<file path="src/rtl/reg_bank_pkg.sv">
// Shared constants and types for the register bank with round-robin write arbiter.
package reg_bank_pkg;
  localparam int DATA_W       = 32;
  localparam int WR_COUNT_W   = 16;
  localparam int N_REQ_DEF    = 4;
  localparam int NUM_REGS_DEF = 8;

  // Priority pointer for the default requester count.
  typedef logic [$clog2(N_REQ_DEF)-1:0] rr_ptr_t;
endpackage

</file>
<file path="src/rtl/reg_bank_arbiter_if.sv">
// Write-request / read-port bundle between write-back sources and the register bank.
interface reg_bank_arbiter_if
  import reg_bank_pkg::*;
#(
  parameter int N_REQ    = N_REQ_DEF,
  parameter int NUM_REGS = NUM_REGS_DEF,
  parameter int AW       = $clog2(NUM_REGS)
);
  logic [N_REQ-1:0]             req;
  logic [N_REQ-1:0][AW-1:0]     wr_addr;
  logic [N_REQ-1:0][DATA_W-1:0] wr_data;
  logic [N_REQ-1:0]             gnt;
  logic [AW-1:0]                rd_addr_a;
  logic [DATA_W-1:0]            rd_data_a;
  logic [AW-1:0]                rd_addr_b;
  logic [DATA_W-1:0]            rd_data_b;
  logic [WR_COUNT_W-1:0]        wr_count;

  modport master (
    output req, wr_addr, wr_data, rd_addr_a, rd_addr_b,
    input  gnt, rd_data_a, rd_data_b, wr_count
  );

  modport slave (
    input  req, wr_addr, wr_data, rd_addr_a, rd_addr_b,
    output gnt, rd_data_a, rd_data_b, wr_count
  );
endinterface

</file>
<file path="src/rtl/reg_bank_arbiter_rr_arbiter.sv">
// Round-robin pick: first asserted req scanning from ptr with wrap; ptr moves
// past the winner on every granted edge. gnt is forced low while in reset.
module rr_arbiter #(
  parameter int N_REQ = 4,
  parameter int PW    = (N_REQ > 1) ? $clog2(N_REQ) : 1
) (
  input  logic             clk,
  input  logic             reset,
  input  logic [N_REQ-1:0] req,
  output logic [N_REQ-1:0] gnt,
  output logic [PW-1:0]    win
);
  logic [PW-1:0] ptr;
  logic          found;
  int            j;

  // Combinational scan ptr, ptr+1, ... modulo N_REQ; first hit wins.
  always_comb begin
    gnt   = '0;
    win   = '0;
    found = 1'b0;
    j     = 0;
    for (int k = 0; k < N_REQ; k++) begin
      j = int'(ptr) + k;
      if (j >= N_REQ) j = j - N_REQ;
      if (!found && req[j]) begin
        found  = 1'b1;
        gnt[j] = 1'b1;
        win    = PW'(j);
      end
    end
    if (!reset) begin
      gnt = '0;
      win = '0;
    end
  end

  // Priority pointer: advance to the slot after the winner, hold when idle.
  always_ff @(posedge clk or negedge reset) begin
    if (!reset)
      ptr <= '0;
    else if (|gnt)
      ptr <= (win == PW'(N_REQ - 1)) ? '0 : win + 1'b1;
  end
endmodule

</file>
<file path="src/rtl/reg_bank_arbiter.sv">
// Shared 32-bit register bank with one arbitrated write port and two
// combinational read ports. Optional macro REG_BANK_ZERO_REG_EN hardwires
// register 0 to zero (writes to it still consume a grant and count).
module reg_bank_arbiter
  import reg_bank_pkg::*;
#(
  parameter int N_REQ    = N_REQ_DEF,
  parameter int NUM_REGS = NUM_REGS_DEF,
  parameter int AW       = $clog2(NUM_REGS)
) (
  input  logic              clk,
  input  logic              reset,
  reg_bank_arbiter_if.slave bus
);
  localparam int PW = (N_REQ > 1) ? $clog2(N_REQ) : 1;

  logic [NUM_REGS-1:0][DATA_W-1:0] regs;
  logic [N_REQ-1:0]                gnt;
  logic [PW-1:0]                   win;
  logic                            wr_en;
  logic [AW-1:0]                   wa;
  logic [DATA_W-1:0]               wd;
  logic [WR_COUNT_W-1:0]           wr_count;

  rr_arbiter #(.N_REQ(N_REQ), .PW(PW)) u_arb (
    .clk   (clk),
    .reset (reset),
    .req   (bus.req),
    .gnt   (gnt),
    .win   (win)
  );

  assign bus.gnt = gnt;
  assign wr_en   = |gnt;
  assign wa      = bus.wr_addr[win];
  assign wd      = bus.wr_data[win];

  // Storage: the winner's data lands on the edge; no same-cycle bypass.
  always_ff @(posedge clk or negedge reset) begin
    if (!reset)
      regs <= '0;
`ifdef REG_BANK_ZERO_REG_EN
    else if (wr_en && wa != '0)
`else
    else if (wr_en)
`endif
      regs[wa] <= wd;
  end

  // Completed-write counter, wraps naturally at its width.
  always_ff @(posedge clk or negedge reset) begin
    if (!reset)
      wr_count <= '0;
    else if (wr_en)
      wr_count <= wr_count + 1'b1;
  end

  assign bus.wr_count  = wr_count;
  assign bus.rd_data_a = regs[bus.rd_addr_a];
  assign bus.rd_data_b = regs[bus.rd_addr_b];
endmodule

</file>
<file path="src/flat_wrapper.sv">
// flat-port wrapper written by rule: the top's interface ports become plain ports
module reg_bank_arbiter_flat import reg_bank_pkg::*;
#(
  parameter int N_REQ    = N_REQ_DEF,
  parameter int NUM_REGS = NUM_REGS_DEF,
  parameter int AW       = $clog2(NUM_REGS)
)
  (clk, reset, bus_req, bus_wr_addr, bus_wr_data, bus_rd_addr_a, bus_rd_addr_b, bus_gnt, bus_rd_data_a, bus_rd_data_b, bus_wr_count);
  reg_bank_arbiter_if #(.N_REQ(N_REQ), .NUM_REGS(NUM_REGS), .AW(AW)) bus_i ();
  input  logic clk;
  input  logic reset;
  input wire logic [$bits(bus_i.req)-1:0] bus_req;
  input wire logic [$bits(bus_i.wr_addr)-1:0] bus_wr_addr;
  input wire logic [$bits(bus_i.wr_data)-1:0] bus_wr_data;
  input wire logic [$bits(bus_i.rd_addr_a)-1:0] bus_rd_addr_a;
  input wire logic [$bits(bus_i.rd_addr_b)-1:0] bus_rd_addr_b;
  output wire logic [$bits(bus_i.gnt)-1:0] bus_gnt;
  output wire logic [$bits(bus_i.rd_data_a)-1:0] bus_rd_data_a;
  output wire logic [$bits(bus_i.rd_data_b)-1:0] bus_rd_data_b;
  output wire logic [$bits(bus_i.wr_count)-1:0] bus_wr_count;
  assign bus_i.req = bus_req;
  assign bus_i.wr_addr = bus_wr_addr;
  assign bus_i.wr_data = bus_wr_data;
  assign bus_i.rd_addr_a = bus_rd_addr_a;
  assign bus_i.rd_addr_b = bus_rd_addr_b;
  assign bus_gnt = bus_i.gnt;
  assign bus_rd_data_a = bus_i.rd_data_a;
  assign bus_rd_data_b = bus_i.rd_data_b;
  assign bus_wr_count = bus_i.wr_count;
  reg_bank_arbiter #(.N_REQ(N_REQ), .NUM_REGS(NUM_REGS), .AW(AW)) u_core (.clk(clk), .reset(reset), .bus(bus_i));
endmodule
</file>
<file path="config.mk">
export PLATFORM = sky130hd
export DESIGN_NAME = reg_bank_arbiter_flat
export DESIGN_NICKNAME = d
export VERILOG_FILES = /design/src/rtl/reg_bank_pkg.sv /design/src/rtl/reg_bank_arbiter_if.sv /design/src/rtl/reg_bank_arbiter_rr_arbiter.sv /design/src/rtl/reg_bank_arbiter.sv /design/src/flat_wrapper.sv
export SDC_FILE = /design/constraint.sdc
export NUM_CORES = 1
export LEC_CHECK = 0
export CORE_MARGIN = 4
export CORE_UTILIZATION = 61
export CTS_BUF_LIST = sky130_fd_sc_hd__clkbuf_4 sky130_fd_sc_hd__clkbuf_8
export DETAILED_ROUTE_END_ITERATION = 6
export GPL_TIMING_DRIVEN = 0
export PLACE_DENSITY = 0.88
export RECOVER_POWER = 25
export SLEW_MARGIN = 20
export SYNTH_ARGS = -nofsm -noshare
export SYNTH_HDL_FRONTEND = slang
export SYNTH_SLANG_ARGS = --single-unit
</file>
<file path="constraint.sdc">
create_clock -name clk -period 7.7 [get_ports clk]
set_input_delay 0.77 -clock clk [delete_from_list [all_inputs] [get_ports clk]]
set_output_delay 0.77 -clock clk [all_outputs]
set_load 0.02 [all_outputs]
</file>
==> reports/metrics.yaml, run 1 <==
logic_synthesis:
  ys_seq_area_share_pct: 43.03
  postSynthCellCount: 1156
  synth_cell_types: 57
  synth_edf_count: 0
  synth_fp_nets: 1313
  avgSynthCellArea_sq_um: 13.78
  postSynth.asyncResetShare_pct: 100.0
  ys.flop_type: "dfrtp_1"
  synthesis.area_sq_um: 15940
  ys_ff_latch: 274
  yosys_warnings: 0
place:
  io_buffer_count: 229
  place_worst_setup_slack_ns: 2.821
  place_congestion: 0.9104
  dp.final_hpwl_um: 31090
  placed_cell_area_sq_um: 18700
timing:
  worst_pin_slew_ns: 1.017
  hold_viol: 0
  relSlewSlack_pct: 31.86
  skew_ns: 0.03226
  fin_hold_ws_ns: 0.1999
  layout_min_cycle_time_ns: 4.478
  max_freq_ghz: 0.2233
  rsz0062_at_grt: "false"
  setup_viol: 0
  drv_slew: 0
  post-route-period-util_pct: 58.16
  setup_ws_ns: 3.222
cts:
  hold_buffers: 0
  insertion_delay_ns: 0.57
  cts-resized-gates: 0
  cts_setup_buffers: 0
  htree_levels: 2
  cts_sinks: 274
  cts.path.max_buffers: 3
  cts_buffers: 45
  cts.root.buffer_cell: "clkbuf_8"
  cts_tree: "yes"
  clk_pin_slew_ns: 0.06
floorplanning:
  die_h_um: 169.6
  die_area_sq_um: 28770
  fp.dieW_um: 169.6
  io_pins: 236
  initial_core_util_pct: 62.56
  rows: 58
  core_area_sq_um: 25470
critical_path:
  required_ns: 6.93
  crit_start: "bus_rd_addr_a[0]"
  r2r_slack_ns: 3.42
  start_kind: "input pin"
  arrival_ns: 3.71
  reg2reg_to: "u_core.regs[193]$_DFFE_PN0P_"
  path_class: "input pin to output pin"
  crit_fanout: 10
  cp-endpoint: "bus_rd_data_a[31]"
  end_kind: "output pin"
  r2r-start: "u_core.u_arb.ptr[0]$_DFFE_PN0P_"
  reg2reg_depth: 11
finish:
  final_util_pct: 77.11
  layout_commonest_cell: "mux2_2"
  area_growth_pct: 23.26
  antenna_cells: 0
  final_cell_area_sq_um: 19640
  final_nets: 1591
  drive_gt1_share_pct: 38.36
  final_cell_mix: "mux2_2 (306), dfrtp_1 (274), clkdlybuf4s50_1 (228), nand2_1 (140), mux4_2 (132)"
global_routing:
  grt_overflow: 0
  grt_pass1_wl_um: 69010
  track_usage_pct: 30.95
  antenna_found_initial: 0
  grt_max_degree: 101
  grt_pass1_vias: 12420
drt:
  avgRoutedWirePerCell_um: 24.82
  vias: 11730
  via_per_inst: 6.535
  drtIter0Drc: 977
  ant_nets: 0
  drc: 0
  wirelength_um: 44540
  drt_first_pass_iters: 5
pwr:
  leakagePower_nw: 7.926
  intPower_mw: 5.480
  power_mw: 8.801
  power_switching_mw: 3.321
  peakVddDrop_v: 0.0003726
  p_clk_share_pct: 15.2
  power_frac_seq_pct: 31.2
  power.density_nw_per_um2: 448.1
  switching_share_pct: 37.74
  p_comb_share_pct: 53.6
run_status:
  status: "completed"
job:
  drv_cap: 0
hold_path:
  hp-class: "input pin to async pin"
==> area by class of cell <==
type                            instances  area [sq um]
Fill cell                            1563          5829
Sequential cell                       274          6857
Multi-Input combinational cell        786          8539
Tap cell                              330         412.9
Clock buffer                           74         893.4
Timing Repair Buffer                  231          2352
Inverter                                9         33.78
Clock inverter                          4         48.80
Buffer                                 87         505.5
==> worst max-delay path, cell delays in order <==
cell,delay (ns)
clkbuf_1,0.62
buf_1,0.82
mux4_2,0.61
mux2_2,0.32
clkdlybuf4s50_1,0.56
==> routing by layer <==
layer | routed length [um] | track usage, % | vias to the layer above
met1 | 17590 | 40.94 | 6058
met5 | 0 | 0 | -
met2 | 21830 | 50.63 | 560
met4 | 1637 | 11.94 | 0
li1 | - | - | 4992
met3 | 3486 | 6.918 | 120
==> cells in the mapped netlist (3+ instances only) <==
| cell | instances | share of area [%] |
|---|---|---|
| mux2_2 | 306 | 22 |
| dfrtp_1 | 274 | 43 |
| nand2_1 | 140 | 3.3 |
| mux4_2 | 132 | 19 |
| clkbuf_1 | 44 | 1.0 |
| and3_1 | 37 | 1.5 |
| a31oi_1 | 33 | 1.3 |
| buf_6 | 21 | 1.5 |
| buf_1 | 15 | 0.35 |
| mux2_1 | 15 | 1.1 |
| xnor2_1 | 13 | 0.71 |
| nand4_1 | 10 | 0.39 |
| inv_1 | 9 | 0.21 |
| nor2_1 | 9 | 0.21 |
| nand2b_1 | 7 | 0.27 |
| nand3_1 | 6 | 0.19 |
| a221o_1 | 5 | 0.31 |
| buf_4 | 5 | 0.24 |
| ha_1 | 5 | 0.39 |
| o31ai_1 | 5 | 0.24 |
| a32oi_1 | 4 | 0.22 |
| o21ai_0 | 4 | 0.13 |
| o221ai_2 | 4 | 0.38 |
| a21oi_1 | 3 | 0.094 |
| and2_1 | 3 | 0.12 |
| nor3_1 | 3 | 0.094 |
==> kinds of logic (layout without fill, tap and decap cells) <==
| group | Yosys count | count (layout) | synth area share, % |
|---|---|---|---|
| and+or+nand+nor | 229 | 229 | 6.792 |
| xor gates and xnor gates | 15 | 15 | 0.8245 |
| muxes | 455 | 455 | 41.47 |
| adders and majority gates | 5 | 5 | 0.3926 |
| DFF | 274 | 274 | 43.03 |
| AOI/OAI and AO/OA | 82 | 82 | 4.114 |
| buffers and inverters | 96 | 405 | 3.384 |
==> power by group through the flow <==
stage	clock, mW	sequential, mW	combinational, mW
6_report	1.34	2.74	4.72
5_1_grt	1.42	2.82	5.01
4_1_cts	1.35	2.72	4.71
3_5_place_dp	0	2.74	4.67
3_3_place_gp	0	2.64	4.51
2_1_floorplan	0	2.57	3.29
==> worst min-delay path by stage <==
stage	startpoint	end	slack, ns	cells past startpoint
3_5_place_dp	u_core.bus.wr_count[15]$_DFFE_PN0P_	u_core.bus.wr_count[15]$_DFFE_PN0P_	0.48	1
2_1_floorplan	reset	u_core.bus.wr_count[0]$_DFFE_PN0P_	0.47	0
3_3_place_gp	u_core.bus.wr_count[15]$_DFFE_PN0P_	u_core.bus.wr_count[15]$_DFFE_PN0P_	0.46	1
5_1_grt	reset	u_core.bus.wr_count[4]$_DFFE_PN0P_	0.25	1
6_report	reset	u_core.bus.wr_count[11]$_DFFE_PN0P_	0.20	1
4_1_cts	reset	u_core.regs[217]$_DFFE_PN0P_	0.25	1
==> sequential cells by signal, indices dropped and copies added (netlist names) <==
name                 cells
u_core.u_arb.ptr         2
u_core.bus.wr_count     16
u_core.regs            256
==> per-stage QoR <==
step	TNS (ns)	std cells
after floorplan	0	1156
after global placement	-3431.93	1715
after detailed placement	0	1717
after CTS	0	1795
after global routing	0	1795
final	0	1795
(Power assumes the default switching activity.)
==> run 2: changes to the inputs <==
CORE_UTILIZATION = 57   (was 61)
PLACE_DENSITY = 0.83   (was 0.88)
clock period = 4.45 ns   (was 7.7 ns; I/O delays follow)
==> run 2 against run 1 <==
Clock power is 87% higher. Final cell count grew 2.7%. The flow now finishes with violations (capacitance limit, slew limit). Largest cell class unchanged. Critical path type is now register to register. Sequential cell count unchanged.
==> reports/metrics.yaml, run 2 (synthesized netlist as in run 1, its figures left out) <==
cts:
  cts_tree: "yes"
  htree_levels: 2  # unchanged
  insertion_delay_ns: 0.57  # about the same
  cts.path.max_buffers: 3  # unchanged
  cts_sinks: 274  # unchanged
  cts.root.buffer_cell: "clkbuf_8"
  clk_pin_slew_ns: 0.07  # about the same
  cts_buffers: 46  # +2.2%
critical_path:
  start_kind: "register"
  worst-path-buf-inv: 5  # +2
  arrival_ns: 4.72  # +1.01 ns
  path_cells: "buf_4 -> inv_1 -> ha_1 -> inv_1 -> a21o_1 -> a31o_2 -> buf_1 -> clkbuf_1 -> nand2_1 -> a31oi_1 -> mux2_2"
  path_delay_family: "buffers and inverters"
  crit_fanout: 10  # unchanged
  end_kind: "register"
  max_stage_delay_ns: 0.78  # -0.04 ns
  required_ns: 4.95  # -1.98 ns
  path_class: "register to register"
  crit_slowest_cell: "a31oi_1"
  cp_common_cell: "inv_1"
drt:
  ant_nets: 0  # unchanged
  via_per_inst: 6.316  # -3.3%
  wl_met3_um: 3112  # -11%
  avgRoutedWirePerCell_um: 24.23  # -2.4%
  drt_first_pass_iters: 5  # unchanged
  met2_length_um: 22330  # +2.3%
  wirelength_um: 44680  # +0.30%
  routed.top_layer: "met4"
  wl_met1_um: 18190  # +3.4%
  drc: 0  # unchanged
  drtIter0Drc: 902  # -7.7%
  vias: 11647  # -0.71%
floorplanning:
  initial_core_util_pct: 58.48  # -4.1 points
  core_area_sq_um: 27250  # +7.0%
  die_h_um: 175.2  # +3.3%
  fp.dieW_um: 175.2  # +3.3%
  io_pins: 236  # unchanged
  rows: 60  # +3.4%
  die_area_sq_um: 30700  # +6.7%
finish:
  max_flop_register: "u_core.regs"
  multi_input_area_sq_um: 8558  # +0.22%
  area_growth_pct: 24.21
  seq_area_sq_um: 6857  # unchanged
  largest_reg_flops: 256  # unchanged
  reg_top3: "u_core.regs: 256 flops, u_core.bus.wr_count: 16 flops, u_core.u_arb.ptr: 2 flops"
  final_cell_mix: "mux2_2 (306), dfrtp_1 (274), clkdlybuf4s50_1 (228), nand2_1 (140), mux4_2 (132)"
  drive_gt1_share_pct: 38.82  # +0.46 points
  layout_commonest_cell: "mux2_2"
  fill_cells: 1840  # +18%
  final_nets: 1593  # +0.13%
timing:
  layout_min_cycle_time_ns: 4.212
  setup_viol: 0  # unchanged
  rsz0062_at_grt: "false"
  drv_slew: 193  # +193
  relSlewSlack_pct: -61.38  # -93 points
  max_freq_ghz: 0.2374
  fin_setup_tns_ns: 0  # unchanged
  worst_pin_slew_ns: 2.421  # +1.403 ns
  hold_viol: 0  # unchanged
  post-route-period-util_pct: 94.65
  setup_ws_ns: 0.2380  # -2.984 ns
  skew_ns: 0.02027  # -0.01199 ns
place:
  place_congestion: 0.8537  # -6.2%
  place_worst_setup_slack_ns: 0.1949  # -2.626 ns
  dp.final_hpwl_um: 31030  # -0.19%
  io_buffer_count: 229  # unchanged
global_routing:
  grt_overflow: 0  # unchanged
  track_usage_pct: 28.88  # -2.1 points
  grt_pass1_wl_um: 69100  # +0.12%
  antenna_found_initial: 1  # +1
  grt_max_degree: 98  # -3.0%
  grt_pass1_vias: 12372  # -0.39%
pwr:
  power_mw: 15.42  # +75%
  power.density_nw_per_um2: 779.0  # +74%
  peakVddDrop_v: 0.0004127  # +11%
  leakagePower_nw: 7.968  # +0.54%
run_status:
  status: "finished with violations"
  violations: "capacitance limit, slew limit"
job:
  drv_cap: 2  # +2
hold_path:
  hp-class: "input pin to async pin"
run 2: repair_timing:
item                                    in CTS  in global routing
setup buffers                                0                  0
gates resized for setup                      0                  7
endpoints found under the hold margin       83                  0
endpoints found under the setup margin       0                 50
hold buffers                                 1                  0
run 2: report_power, final:
group | internal, mW | leakage (nW) | switching, mW
clock | 1.47 | 0.558 | 1.04
combinational | 4.35 | 4.17 | 3.81
sequential | 3.81 | 3.24 | 0.930
total | 9.64 | 7.97 | 5.78
run 2: layout make-up:
cell class	instances	area share (%)
Multi-Input combinational cell	786	43.24
Sequential cell	274	34.64
Timing Repair Buffer	232	11.71
Clock buffer	74	4.798
Buffer	87	2.560
Tap cell	372	2.351
Clock inverter	9	0.5247
Inverter	9	0.1707
Antenna cell	1	0.01264
run 2: per-layer routing:
layer / vias up / GRT usage, %
met1: 6093 / 38.59
met5: - / 0
met2: 462 / 48.75
met3: 78 / 6.145
li1: 5014 / -
met4: 0 / 7.365
run 2: final timing paths:
check	startpoint	depth (start not counted)	to	slack, ns
max in group asynchronous	reset	3	u_core.regs[171]$_DFFE_PN0P_	1.15
min in group clk	u_core.bus.wr_count[15]$_DFFE_PN0P_	1	u_core.bus.wr_count[15]$_DFFE_PN0P_	0.48
min	reset	2	u_core.bus.wr_count[12]$_DFFE_PN0P_	0.45
max	u_core.u_arb.ptr[0]$_DFFE_PN0P_	11	u_core.regs[111]$_DFFE_PN0P_	0.24
max reg2reg	u_core.u_arb.ptr[0]$_DFFE_PN0P_	11	u_core.regs[111]$_DFFE_PN0P_	0.24
min reg2reg	u_core.bus.wr_count[15]$_DFFE_PN0P_	1	u_core.bus.wr_count[15]$_DFFE_PN0P_	0.48
run 2: metrics by stage:
stage	util, %	hold slack [ns]	std cells	cell area, sq um
final	72.64	0.4452	1844	19790
after CTS	72.72	0.4852	1843	19820
after global routing	72.64	0.4915	1844	19790
after global placement	68.60	0.4611	1757	18690
after detailed placement	68.82	0.4774	1759	18750
after floorplan	-	0.1494	1156	15940
